==> src/rtl/uart_pkg.sv <==
// Shared definitions for the BCD-to-UART reporter: ASCII codes, frame length,
// top-level FSM encoding and the digit-to-ASCII mapping.
package uart_pkg;

  localparam logic [7:0] CHAR_ZERO = 8'h30;
  localparam logic [7:0] CHAR_DASH = 8'h2D;
  localparam logic [7:0] CHAR_CR   = 8'h0D;
  localparam logic [7:0] CHAR_LF   = 8'h0A;

  // start + 8 data + stop
  localparam int unsigned FRAME_BITS = 10;

  typedef enum logic [1:0] {
    ST_IDLE = 2'd0,
    ST_LOAD = 2'd1,
    ST_WAIT = 2'd2,
    ST_DONE = 2'd3
  } rpt_state_e;

  // Decimal digits map to '0'..'9'; the six non-decimal nibble codes print as '-'.
  function automatic logic [7:0] digit_to_ascii(input logic [3:0] nib);
    if (nib <= 4'd9) begin
      return CHAR_ZERO + {4'd0, nib};
    end
    return CHAR_DASH;
  endfunction

endpackage

==> src/rtl/bcd_uart_reporter_if.sv <==
// Request/status bundle of the BCD reporter. The master side issues send
// requests with a BCD value; the slave side reports progress and drives the line.
interface bcd_uart_reporter_if;
  logic        send_req;
  logic [23:0] bcd_data_in;
  logic        busy_out;
  logic        done_out;
  logic        rs232_tx;

  modport master (
    output send_req,
    output bcd_data_in,
    input  busy_out,
    input  done_out,
    input  rs232_tx
  );

  modport slave (
    input  send_req,
    input  bcd_data_in,
    output busy_out,
    output done_out,
    output rs232_tx
  );
endinterface

==> src/rtl/uart_tx_byte.sv <==
// Single-byte 8N1 transmitter. A byte is accepted on any edge where tx_valid is
// high and the transmitter is idle; the start bit begins at that edge. Each bit
// is held BAUD_DIV clocks. tx_done pulses during the final clock of the stop bit
// so a caller can queue the next byte with only one idle clock between frames.
module uart_tx_byte
  import uart_pkg::*;
#(
  parameter int unsigned BAUD_DIV = 1250
) (
  input  logic       clk_in,
  input  logic       rst_n_in,
  input  logic       tx_valid,
  input  logic [7:0] tx_data,
  output logic       tx_busy,
  output logic       tx_done,
  output logic       tx_line
);

  localparam logic [15:0] LAST_CNT = 16'(BAUD_DIV - 1);
  localparam logic [3:0]  LAST_BIT = 4'(FRAME_BITS - 1);
  // Position one clock before the stop bit ends; with BAUD_DIV == 1 that is
  // the single clock of the last data bit.
  localparam logic [15:0] PRE_CNT  = (BAUD_DIV > 1) ? 16'(BAUD_DIV - 2) : 16'd0;
  localparam logic [3:0]  PRE_BIT  = (BAUD_DIV > 1) ? LAST_BIT : (LAST_BIT - 4'd1);

  logic [15:0] baud_cnt;
  logic [3:0]  bit_idx;
  logic [8:0]  shift_reg;

  // Baud counter, bit index and shifter: load on accept, shift on each bit boundary.
  always_ff @(posedge clk_in or negedge rst_n_in) begin
    if (!rst_n_in) begin
      tx_busy   <= 1'b0;
      tx_done   <= 1'b0;
      tx_line   <= 1'b1;
      baud_cnt  <= '0;
      bit_idx   <= '0;
      shift_reg <= '0;
    end else begin
      tx_done <= 1'b0;
      if (!tx_busy) begin
        if (tx_valid) begin
          tx_busy   <= 1'b1;
          tx_line   <= 1'b0;
          shift_reg <= {1'b1, tx_data};
          baud_cnt  <= '0;
          bit_idx   <= '0;
        end
      end else begin
        tx_done <= (bit_idx == PRE_BIT) && (baud_cnt == PRE_CNT);
        if (baud_cnt == LAST_CNT) begin
          baud_cnt <= '0;
          if (bit_idx == LAST_BIT) begin
            tx_busy <= 1'b0;
            tx_line <= 1'b1;
          end else begin
            bit_idx   <= bit_idx + 4'd1;
            tx_line   <= shift_reg[0];
            shift_reg <= {1'b0, shift_reg[8:1]};
          end
        end else begin
          baud_cnt <= baud_cnt + 16'd1;
        end
      end
    end
  end

endmodule

==> src/rtl/bcd_uart_reporter.sv <==
// Captures a 6-digit BCD value and sends it as ASCII over an 8N1 UART line,
// most significant digit first, optionally followed by CR LF. A request is
// taken when idle or in the completion cycle, which allows back-to-back messages.
module bcd_uart_reporter
  import uart_pkg::*;
#(
  parameter int unsigned CLK_FREQ    = 12_000_000,
  parameter int unsigned BAUD_RATE   = 9600,
  parameter bit          APPEND_CRLF = 1'b1
) (
  input  logic              clk_in,
  input  logic              rst_n_in,
  bcd_uart_reporter_if.slave bus
);

  localparam int unsigned BAUD_DIV = CLK_FREQ / BAUD_RATE;
  localparam logic [2:0]  LAST_IDX = APPEND_CRLF ? 3'd7 : 3'd5;

  rpt_state_e  state;
  logic [23:0] snapshot;
  logic [2:0]  char_idx;
  logic        tx_valid;
  logic [7:0]  tx_data;
  logic        tx_busy;
  logic        tx_done;
  logic        tx_line;
  logic        busy_r;
  logic        done_r;

  // Character at position idx of the message built from bcd.
  function automatic logic [7:0] char_at(input logic [2:0] idx, input logic [23:0] bcd);
    case (idx)
      3'd0:    return digit_to_ascii(bcd[23:20]);
      3'd1:    return digit_to_ascii(bcd[19:16]);
      3'd2:    return digit_to_ascii(bcd[15:12]);
      3'd3:    return digit_to_ascii(bcd[11:8]);
      3'd4:    return digit_to_ascii(bcd[7:4]);
      3'd5:    return digit_to_ascii(bcd[3:0]);
      3'd6:    return CHAR_CR;
      default: return CHAR_LF;
    endcase
  endfunction

  // Message sequencer. The first character is presented on the accept edge
  // straight from bcd_data_in so its start bit follows one clock later.
  always_ff @(posedge clk_in or negedge rst_n_in) begin
    if (!rst_n_in) begin
      state    <= ST_IDLE;
      snapshot <= '0;
      char_idx <= '0;
      tx_valid <= 1'b0;
      tx_data  <= '0;
      busy_r   <= 1'b0;
      done_r   <= 1'b0;
    end else begin
      done_r <= 1'b0;
      case (state)
        ST_IDLE, ST_DONE: begin
          if (bus.send_req) begin
            snapshot <= bus.bcd_data_in;
            char_idx <= '0;
            tx_data  <= char_at(3'd0, bus.bcd_data_in);
            tx_valid <= 1'b1;
            busy_r   <= 1'b1;
            state    <= ST_LOAD;
          end else begin
            state <= ST_IDLE;
          end
        end
        ST_LOAD: begin
          // The transmitter takes the byte on the first edge it is idle.
          if (!tx_busy) begin
            tx_valid <= 1'b0;
            state    <= ST_WAIT;
          end
        end
        ST_WAIT: begin
          if (tx_done) begin
            if (char_idx == LAST_IDX) begin
              busy_r <= 1'b0;
              done_r <= 1'b1;
              state  <= ST_DONE;
            end else begin
              char_idx <= char_idx + 3'd1;
              tx_data  <= char_at(char_idx + 3'd1, snapshot);
              tx_valid <= 1'b1;
              state    <= ST_LOAD;
            end
          end
        end
        default: state <= ST_IDLE;
      endcase
    end
  end

  uart_tx_byte #(
    .BAUD_DIV (BAUD_DIV)
  ) u_tx (
    .clk_in   (clk_in),
    .rst_n_in (rst_n_in),
    .tx_valid (tx_valid),
    .tx_data  (tx_data),
    .tx_busy  (tx_busy),
    .tx_done  (tx_done),
    .tx_line  (tx_line)
  );

  assign bus.busy_out = busy_r;
  assign bus.done_out = done_r;
  assign bus.rs232_tx = tx_line;

endmodule

==> src/flat_wrapper.sv <==
// flat-port wrapper written by rule: the top's interface ports become plain ports
module bcd_uart_reporter_flat import uart_pkg::*;
#(
  parameter int unsigned CLK_FREQ    = 12_000_000,
  parameter int unsigned BAUD_RATE   = 9600,
  parameter bit          APPEND_CRLF = 1'b1
)
  (clk_in, rst_n_in, bus_send_req, bus_bcd_data_in, bus_busy_out, bus_done_out, bus_rs232_tx);
  bcd_uart_reporter_if bus_i ();
  input  logic clk_in;
  input  logic rst_n_in;
  input wire logic [$bits(bus_i.send_req)-1:0] bus_send_req;
  input wire logic [$bits(bus_i.bcd_data_in)-1:0] bus_bcd_data_in;
  output wire logic [$bits(bus_i.busy_out)-1:0] bus_busy_out;
  output wire logic [$bits(bus_i.done_out)-1:0] bus_done_out;
  output wire logic [$bits(bus_i.rs232_tx)-1:0] bus_rs232_tx;
  assign bus_i.send_req = bus_send_req;
  assign bus_i.bcd_data_in = bus_bcd_data_in;
  assign bus_busy_out = bus_i.busy_out;
  assign bus_done_out = bus_i.done_out;
  assign bus_rs232_tx = bus_i.rs232_tx;
  bcd_uart_reporter #(.CLK_FREQ(CLK_FREQ), .BAUD_RATE(BAUD_RATE), .APPEND_CRLF(APPEND_CRLF)) u_core (.clk_in(clk_in), .rst_n_in(rst_n_in), .bus(bus_i));
endmodule
==> config.mk <==
export PLATFORM = sky130hd
export DESIGN_NAME = bcd_uart_reporter_flat
export DESIGN_NICKNAME = d
export VERILOG_FILES = /design/src/rtl/uart_pkg.sv /design/src/rtl/bcd_uart_reporter_if.sv /design/src/rtl/uart_tx_byte.sv /design/src/rtl/bcd_uart_reporter.sv /design/src/flat_wrapper.sv
export SDC_FILE = /design/constraint.sdc
export NUM_CORES = 1
export LEC_CHECK = 0
export CORE_ASPECT_RATIO = 1.75
export CORE_MARGIN = 2
export CORE_UTILIZATION = 60
export DETAILED_ROUTE_END_ITERATION = 6
export GPL_TIMING_DRIVEN = 0
export PLACE_DENSITY = 0.85
export SYNTH_ARGS = -nofsm -noshare
export SYNTH_HDL_FRONTEND = slang
export SYNTH_HIERARCHICAL = 1
export SYNTH_SLANG_ARGS = --single-unit
==> constraint.sdc <==
create_clock -name clk_in -period 5.7 [get_ports clk_in]
set_clock_uncertainty 0.05 [all_clocks]
set_input_delay 0.57 -clock clk_in [delete_from_list [all_inputs] [get_ports clk_in]]
set_output_delay 0.57 -clock clk_in [all_outputs]
set_load 0.02 [all_outputs]
==> metrics.txt <==
capture point of the worst path=u_core/tx_data[2]; CTS Buf Count=9; share of total power in the clock network=between 20% and 30%; register area share after synthesis=between 40 and 50%; Final period util=40.5%; mean number of vias per cell=between 6 and 7; Core ar.=between 6000 and 7000 um2; top_reg_cell synth=dfrtp_1; antenna violations before repair=0; CTS root buffer=clkbuf_16; Starting Density=~61%; Placer Congestion=between 0.9 and 1; Synth Register Bits=70; final number of hold-violating endpoints=0; CP max-delay cell=dfrtp_1; clock buffer depth=2; detailed placement HPWL=about 6600 um; crit end category=flip-flop; Skew-Pair Late Insertion Delay=0.33 ns; Final Setup Violations=0; type of the worst min-delay path=in2async; Reg2Reg Capture Point=u_core/tx_data[2]; CTS tree=done; post-cts sizing count=0; Filler cells=449; CP dominant cell by count=ha_1; yosys warns=6; maximum vdd drop=0.337 mV; CP Launch Point=u_core/char_idx[1]; first-pass GRT wire length=14700 um; delay-heaviest family, CP=adder cells; Max FO, Critical Path=10; DRC viols=0; CP bufs+invs=1; clock sinks=70; largest net degree at the start of global routing=71; CP Cell Sequence=ha_1, ha_1, buf_6, a211o_1, nand2_1, o221ai_1, nor4_1, o31ai_1; number of global-route vias before repair=approximately 3300; area of the multi-input gates=roughly 2000 um2; fin nets=roughly 470; slowest stage delay, CP=0.45 ns; drt total wl=about 9000 um; post-synth cell types=between 60 and 70; Area Growth Syn to Fin=16.6%; Setup WS pre-CTS=about 3.5 ns; max FFs per register=24; number of diodes=0; Reg clk slew, reported paths=about 0.060 ns; internal reg-to-reg setup slack=roughly 3.4 ns; Flop pwr share=roughly two fifths; slew of the pin with the lowest slew margin=~0.88 ns; Die ar.=between 7000 and 8000 um2; FP Rows=39; final worst slack=3.39 ns; Power Internal=approximately 1.2 mW; Synth Area per Inst=~10 um2; fmax=between 400 and 500 MHz; # H-tree levels=3; share of cells above drive strength 1=20.4%; register area=~1800 um2; status=complete, no violations; RSZ-0062 raised after global routing=false; max-slew violations=0; setup_tns=0 ns; die width=65.6 um; startpoint types=flip-flop; R2R cell count=8; combinational share of power=approximately a third; gr ovfl total=0; worst r2r src=u_core/char_idx[1]; Tot GR Track Use=26.6%; DRT iter0 DRCs=around 250; Sw Share=between 30% and 40%; Synth Cell Area=3990 um2; utilization after layout=~72%; Post-synth EDFFs=0; critical path depth=8; pwr dens=approximately 390 nW/um2; Top Ports=30; Slew headroom=41.6%; Leak=2.04 nW; critical path class=reg2reg; post-synthesis instance total=just under 400; CP Data Arrival Time=roughly 2.5 ns; Max Cap Viol=0; DR vias=approximately 3200; PortBufs=29; drt wl/cell=17.6 um; CTS Hold Bufs=0; drt pass-1 iters=6; Routed Antenna Nets=0; post-CTS setup buffers=0; Async SR Flop Fraction=between 90% and 100%; Final min period=roughly 2.3 ns; net switching power=approximately 0.60 mW; Critical Path RT=5.85 ns; DIE HEIGHT=112 um
routing by layer:
| metal | global-route usage (%) | vias to the layer above | routed length [um] |
|---|---|---|---|
| li1 | - | 1503 | - |
| met1 | 25.1 | 1561 | 3280 |
| met2 | 48.8 | 100 | 5020 |
| met3 | 5.56 | 32 | 271 |
| met4 | 17.8 | 0 | 449 |
| met5 | 0 | - | 0 |
power by group through the flow:
stage | registers [mW] | logic (mW) | clock network [mW]
after floorplan | 0.699 | 0.430 | 0
after global placement | 0.731 | 0.541 | 0
after detailed placement | 0.738 | 0.562 | 0
after CTS | 0.730 | 0.564 | 0.511
after global routing | 0.747 | 0.620 | 0.527
final | 0.734 | 0.565 | 0.500
cells by family (layout without fill, tap and decap cells):
kind of cell | after synthesis | count (layout) | synth area share (%)
other | 1 | 2 | 0.0940
buffers and inverters | 40 | 84 | 4.74
AOI/OAI and AO/OA | 100 | 100 | 16.7
xor gates and xnor gates | 1 | 1 | 0.220
and+or+nand+nor | 119 | 119 | 18.4
muxes | 40 | 40 | 11.3
DFF | 70 | 70 | 43.9
adders and majority gates | 15 | 15 | 4.71
cells in the final DEF (no fill, tap or decap), types with 3 or more instances in the layout:
cell type         n
clkinv_2          3
nand2b_1          5
inv_1            21
clkbuf_1          6
o211ai_1          3
o21ai_1           8
clkdlybuf4s50_1  28
buf_6             3
or4_1             3
clkbuf_16         9
a22o_1            4
nand2_1          33
ha_1             15
a41oi_1           5
and3_1            5
and4_1            3
nand4_1           8
a22oi_1           3
o21ai_0          18
buf_2             7
a21oi_1          25
mux2_2           38
dfrtp_1          69
and2_1            3
o31ai_1           3
a32oi_1           3
buf_4             3
nor3b_1           4
a31oi_1          12
nand3_1          15
nor2_1           12
synth_stat cells (3+ instances only):
library cell,n,area [um2]
a32oi_1,3,26.3
inv_1,21,78.8
nor2_1,12,45.0
clkbuf_1,5,18.8
a21oi_1,25,125
a31oi_1,12,75.1
mux2_2,38,428
nand2b_1,5,31.3
buf_2,7,35.0
ha_1,15,188
a22oi_1,3,22.5
o21ai_0,18,90.1
and4_1,3,26.3
buf_6,3,33.8
and2_1,3,18.8
o211ai_1,3,22.5
nor3b_1,4,30.0
or4_1,3,22.5
o31ai_1,3,22.5
a22o_1,4,35.0
and3_1,5,31.3
dfrtp_1,69,1730
a41oi_1,5,43.8
nand4_1,8,50.1
nand2_1,33,124
nand3_1,15,75.1
o21ai_1,8,40.0
worst min-delay path by stage:
stage | start | end | slack (ns) | cells after the start
finish | rst_n_in | u_core/u_tx/baud_cnt[11] | 0.30 | 1
global route | rst_n_in | u_core/u_tx/baud_cnt[13] | 0.37 | 1
CTS | rst_n_in | u_core/u_tx/baud_cnt[11] | 0.33 | 1
detailed placement | u_core/u_tx/shift_reg[6] | u_core/u_tx/shift_reg[6] | 0.43 | 1
global placement | u_core/tx_data[2] | u_core/tx_data[2] | 0.41 | 2
floorplan | rst_n_in | u_core/bus.busy_out | 0.22 | 0
metrics by stage:
step,hold WS [ns],power [mW],instances,instance area [um2]
2_1_floorplan,0.224,1.13,387,3990
6_report,0.297,1.80,513,4650
3_5_place_dp,0.426,1.30,498,4380
4_1_cts,0.330,1.80,513,4650
3_3_place_gp,0.411,1.27,498,4390
5_1_grt,0.367,1.89,513,4650
final cells by class:
| class | instances | area share [%] |
|---|---|---|
| Clock inverter | 4 | 0.511 |
| Buffer | 18 | 2.29 |
| Tap cell | 82 | 2.21 |
| Sequential cell | 70 | 37.7 |
| Timing Repair Buffer | 29 | 6.19 |
| Multi-Input combinational cell | 277 | 44.1 |
| Clock buffer | 11 | 5.22 |
| Inverter | 22 | 1.78 |
(Power assumes the default switching activity.)
==> variant 1: new RTL, config.mk and constraints unchanged <==
Encoding of `rpt_state_e`: now one-hot (4 bits for 4 states).
--- a/src/rtl/uart_pkg.sv
+++ b/src/rtl/uart_pkg.sv
@@ -10,11 +10,11 @@
   // start + 8 data + stop
   localparam int unsigned FRAME_BITS = 10;
 
-  typedef enum logic [1:0] {
-    ST_IDLE = 2'd0,
-    ST_LOAD = 2'd1,
-    ST_WAIT = 2'd2,
-    ST_DONE = 2'd3
+  typedef enum logic [3:0] {
+    ST_IDLE = 4'b0001,
+    ST_LOAD = 4'b0010,
+    ST_WAIT = 4'b0100,
+    ST_DONE = 4'b1000
   } rpt_state_e;
 
   // Decimal digits map to '0'..'9'; the six non-decimal nibble codes print as '-'.
Behaviour: no difference found for any inputs over 10 cycles, from zero or initial values and one cycle with rst_n_in low; not proved beyond that.
==> variant 1 against the original RTL <==
First-iteration DRC count shrank 15%. Critical path depth is the same. Routed wire length grew 3.5%. Area after synthesis grew 0.31%. Cell area grew 1.4%. Sequential cell count grew 2. Count of clock-buffer cells in the layout grew 3. Setup slack lost 0.22 ns. Sequential share of layout area grew 0.57 points. Die area grew 0.30%. Critical path type unchanged.
Power is not compared: it rests on default switching activity, and its combinational part moved more than twofold at a synthesized area within 25%.
==> variant 1: results (changes against the original RTL) <==
Status
  – Status: completed

Synthesis
  – Asr flop ratio synth: 100% (unchanged)
  – Synth top area cells: dfrtp_1, mux2_2, ha_1
  – Seq/Total Area, Yosys: 45.1% (+1.1 points)
  – Avg Inst Size Synth: 10.8 um2 (+4.7%)
  – Yosys reg bits: 72 (+2.9%)
  – Commonest cells post-synth: dfrtp_1, mux2_2, nand2_1
  – Cell variety after synth: 70 (+4.5%)

Timing
  – Worst rel slew slack: 38.9% (-2.7 points)

Power
  – Maximum vdd drop: 0.213 mV
  – P_leak: 2.19 nW

Route
  – Vias: 3213 (+0.53%)
  – WL final: 9340 um (+3.5%)
  – Wire per inst: 18.7 um (+6.6%)
  – DRT iter0 DRCs: 212 (-15%)
  – Drt first pass iters: 6 (unchanged)

Worst setup path
  – Worst path max stage delay: 0.42 ns (-0.03 ns)
  – Worst Path Arrival: 2.70 ns (+0.25 ns)
  – Cell family with most CP delay: compound AO/OA/AOI/OAI gates
  – Worst setup path startpoint: u_core/char_idx[0]
  – Worst-path fanout max: 10 (unchanged)
  – R2R setup slack: 3.17 ns (-0.22 ns)

Placed design
  – Dpl hpwl: 6630 um (+1.1%)
  – GP Congestion: 0.925 (-7.1%)
  – Placed insts: 482 (-3.2%)

Cells and area
  – Layout Nets: 449 (-4.3%)
  – Filler cells: 446 (-0.67%)
  – Layout cells sized above 1: 20.4% (about the same)

Global route
  – Largest net degree at the start of global routing: 73 (+2.8%)
  – First-pass GRT wire length: 15300 um (+3.9%)
  – Global-route usage over all layers: 27.5% (+0.90 points)
  – Vias in the first global route: 3306 (+0.70%)
  – Antenna violations before repair: 0 (unchanged)

Clock network
  – Cts repair resizes: 0 (unchanged)
==> variant 1: per-stage QoR <==
stage          power (mW)  instance area (um2)  hold slack, ns  util [%]  setup slack [ns]
6_report             1.13                 4710           0.315      72.6              3.17
5_1_grt              1.16                 4710           0.412      72.6              2.99
4_1_cts              1.14                 4710           0.354      72.6              3.19
3_5_place_dp        0.551                 4400           0.424      67.7              3.24
3_3_place_gp        0.551                 4400           0.416      67.8              1.62
2_1_floorplan       0.522                 4010           0.224         -              3.69
==> variant 1: final cells by class <==
type / instances / area share (%)
buffer: 20 / 2.44
clock buffer: 14 / 6.02
clock inverter: 2 / 0.743
inverter: 16 / 1.27
multi-input combinational: 263 / 43.0
sequential: 72 / 38.3
tap: 82 / 2.18
timing repair buffer: 29 / 6.10
==> variant 1: layer usage <==
layer | up-vias | global-route usage, % | routed length [um]
met5 | - | 0 | 0
met4 | 0 | 16.9 | 481
met3 | 40 | 4.01 | 291
met2 | 103 | 50.3 | 5270
met1 | 1594 | 28.1 | 3300
li1 | 1476 | - | -
==> variant 1: cell families (layout without fill, tap and decap cells) <==
| family | Yosys count | count (layout) | share of synthesized area [%] |
|---|---|---|---|
| and+or+nand+nor | 107 | 107 | 17.2 |
| xor gates and xnor gates | 2 | 2 | 0.438 |
| muxes | 42 | 42 | 11.9 |
| other | 1 | 2 | 0.0937 |
| adders and majority gates | 11 | 11 | 3.44 |
| AOI/OAI and AO/OA | 99 | 99 | 17.4 |
| buffers and inverters | 36 | 81 | 4.38 |
| DFF | 72 | 72 | 45.1 |
==> variant 2: new RTL, config.mk and constraints unchanged <==
Made on the original files. `CLK_FREQ` is set to 12_000_000 in 2 places; all go to 8_388_608.
--- a/src/rtl/bcd_uart_reporter.sv
+++ b/src/rtl/bcd_uart_reporter.sv
@@ -4,7 +4,7 @@
 module bcd_uart_reporter
   import uart_pkg::*;
 #(
-  parameter int unsigned CLK_FREQ    = 12_000_000,
+  parameter int unsigned CLK_FREQ    = 8_388_608,
   parameter int unsigned BAUD_RATE   = 9600,
   parameter bit          APPEND_CRLF = 1'b1
 ) (
--- a/src/flat_wrapper.sv
+++ b/src/flat_wrapper.sv
@@ -1,7 +1,7 @@
 // flat-port wrapper written by rule: the top's interface ports become plain ports
 module bcd_uart_reporter_flat import uart_pkg::*;
 #(
-  parameter int unsigned CLK_FREQ    = 12_000_000,
+  parameter int unsigned CLK_FREQ    = 8_388_608,
   parameter int unsigned BAUD_RATE   = 9600,
   parameter bit          APPEND_CRLF = 1'b1
 )
Behaviour: same outputs for any inputs over 10 cycles, from zero or initial values and one cycle with rst_n_in low; that may be too few to reach the edited logic, so the function may still have changed.
==> variant 2 against the original RTL <==
Total power increased by 1.4%. Routed wire length decreased by 5.2%. Sequential cell count unchanged. Setup slack worse by 0.25 ns. Critical path depth shrank 3. Fmax is 9.7% lower. Via count fell by 2.4%. Area after synthesis is 1.2% lower. Cell area down 0.51%. Largest cell class unchanged.
==> variant 2: results (changes against the original RTL) <==
Status
  – Status: completed

Synthesis
  – Avg Inst Size Synth: 10.2 um2 (-1.2%)
  – Synth top area cells: dfrtp_1, mux2_2, ha_1
  – Cell variety after synth: 64 (-4.5%)
  – Commonest cells post-synth: dfrtp_1, mux2_2, nand2_1
  – Seq/Total Area, Yosys: 44.5% (+0.54 points)
  – Post-synthesis adder-cell area fraction: 4.45% (-0.26 points)
  – Post-synthesis compound-gate area fraction: 16.8% (+0.14 points)
  – Synth Area in XOR/XNOR: 0.445% (+0.23 points)

Placed design
  – Post-Place Worst Slack: 3.22 ns (-0.239 ns)
  – GP Congestion: 0.958 (-3.8%)
  – Dpl hpwl: 6470 um (-1.4%)
  – Dpl cell area: 4330 um2 (-1.1%)

Power
  – Sw Ratio: 32.3% (-1.2 points)
  – Switching power total: 590 uW (-2.2%)
  – P_leak: 2.04 nW (-0.11%)
  – Flop+latch power: 732 uW (about the same)
  – Maximum vdd drop: 0.287 mV (-15%)
  – Comb group: 559 uW (-1%)

Cells and area
  – Layout cells sized above 1: 17.8% (-2.6 points)
  – Filler cells: 495 (+10%)
  – Layout Nets: 468 (-0.21%)
  – Layout Cells excl Fill: 514 (+0.19%)

Global route
  – Vias in the first global route: 3168 (-3.5%)
  – Global-route usage over all layers: 26.2% (-0.38 points)

Timing
  – Setup WS post-layout: 3.15 ns (-0.247 ns)
  – Worst Hold Margin: 0.309 ns (+0.0115 ns)
  – Worst slew pin tran: 0.841 ns (-0.0353 ns)
  – Final max-slew violation count: 0 (unchanged)

Worst setup path
  – Worst-path fanout max: 8 (-2)
  – Worst setup path startpoint: u_core/u_tx/baud_cnt[12]
  – Worst flop-to-flop path endpoint: u_core/u_tx/shift_reg[0]
  – R2R depth: 5 (-3)
  – Worst Path Arrival: 2.71 ns (+0.26 ns)

Route
  – Drt first pass iters: 4 (-2)
  – Vias: 3119 (-2.4%)
  – DRT iter0 DRCs: 272 (+9.7%)
  – WL final: 8550 um (-5.2%)

Clock network
  – Worst-Skew Late Latency: 0.32 ns
variant 2: cell type report:
| type | instances | area (um2) | share of cell area (%) |
|---|---|---|---|
| plain buffers | 21 | 110 | 2.38 |
| inverters | 20 | 75.1 | 1.62 |
| well taps | 82 | 103 | 2.22 |
| clock buffers | 10 | 229 | 4.95 |
| repair buffers | 29 | 288 | 6.22 |
| multi-input cells | 276 | 2010 | 43.4 |
| flip-flops and latches | 70 | 1750 | 37.9 |
| clock inverters | 6 | 62.6 | 1.35 |
variant 2: per-layer routing:
metal  vias up  GRT usage, %  share of wire [%]  wire length [um]
met2        93          46.9                 56              4810
met4         0          16.3                5.5               469
met3        38          5.38                3.6               308
met1      1483          26.6                 35              2960
met5         -             0                  0                 0
li1       1505             -                  -                 -
variant 2: critical path: stages (launching register included):
cell and delay, ns:
dfrtp_1 0.44, or4_4 0.60, nor4b_2 0.58, o21a_1 0.24
buf_4 0.18, mux2_1 0.35
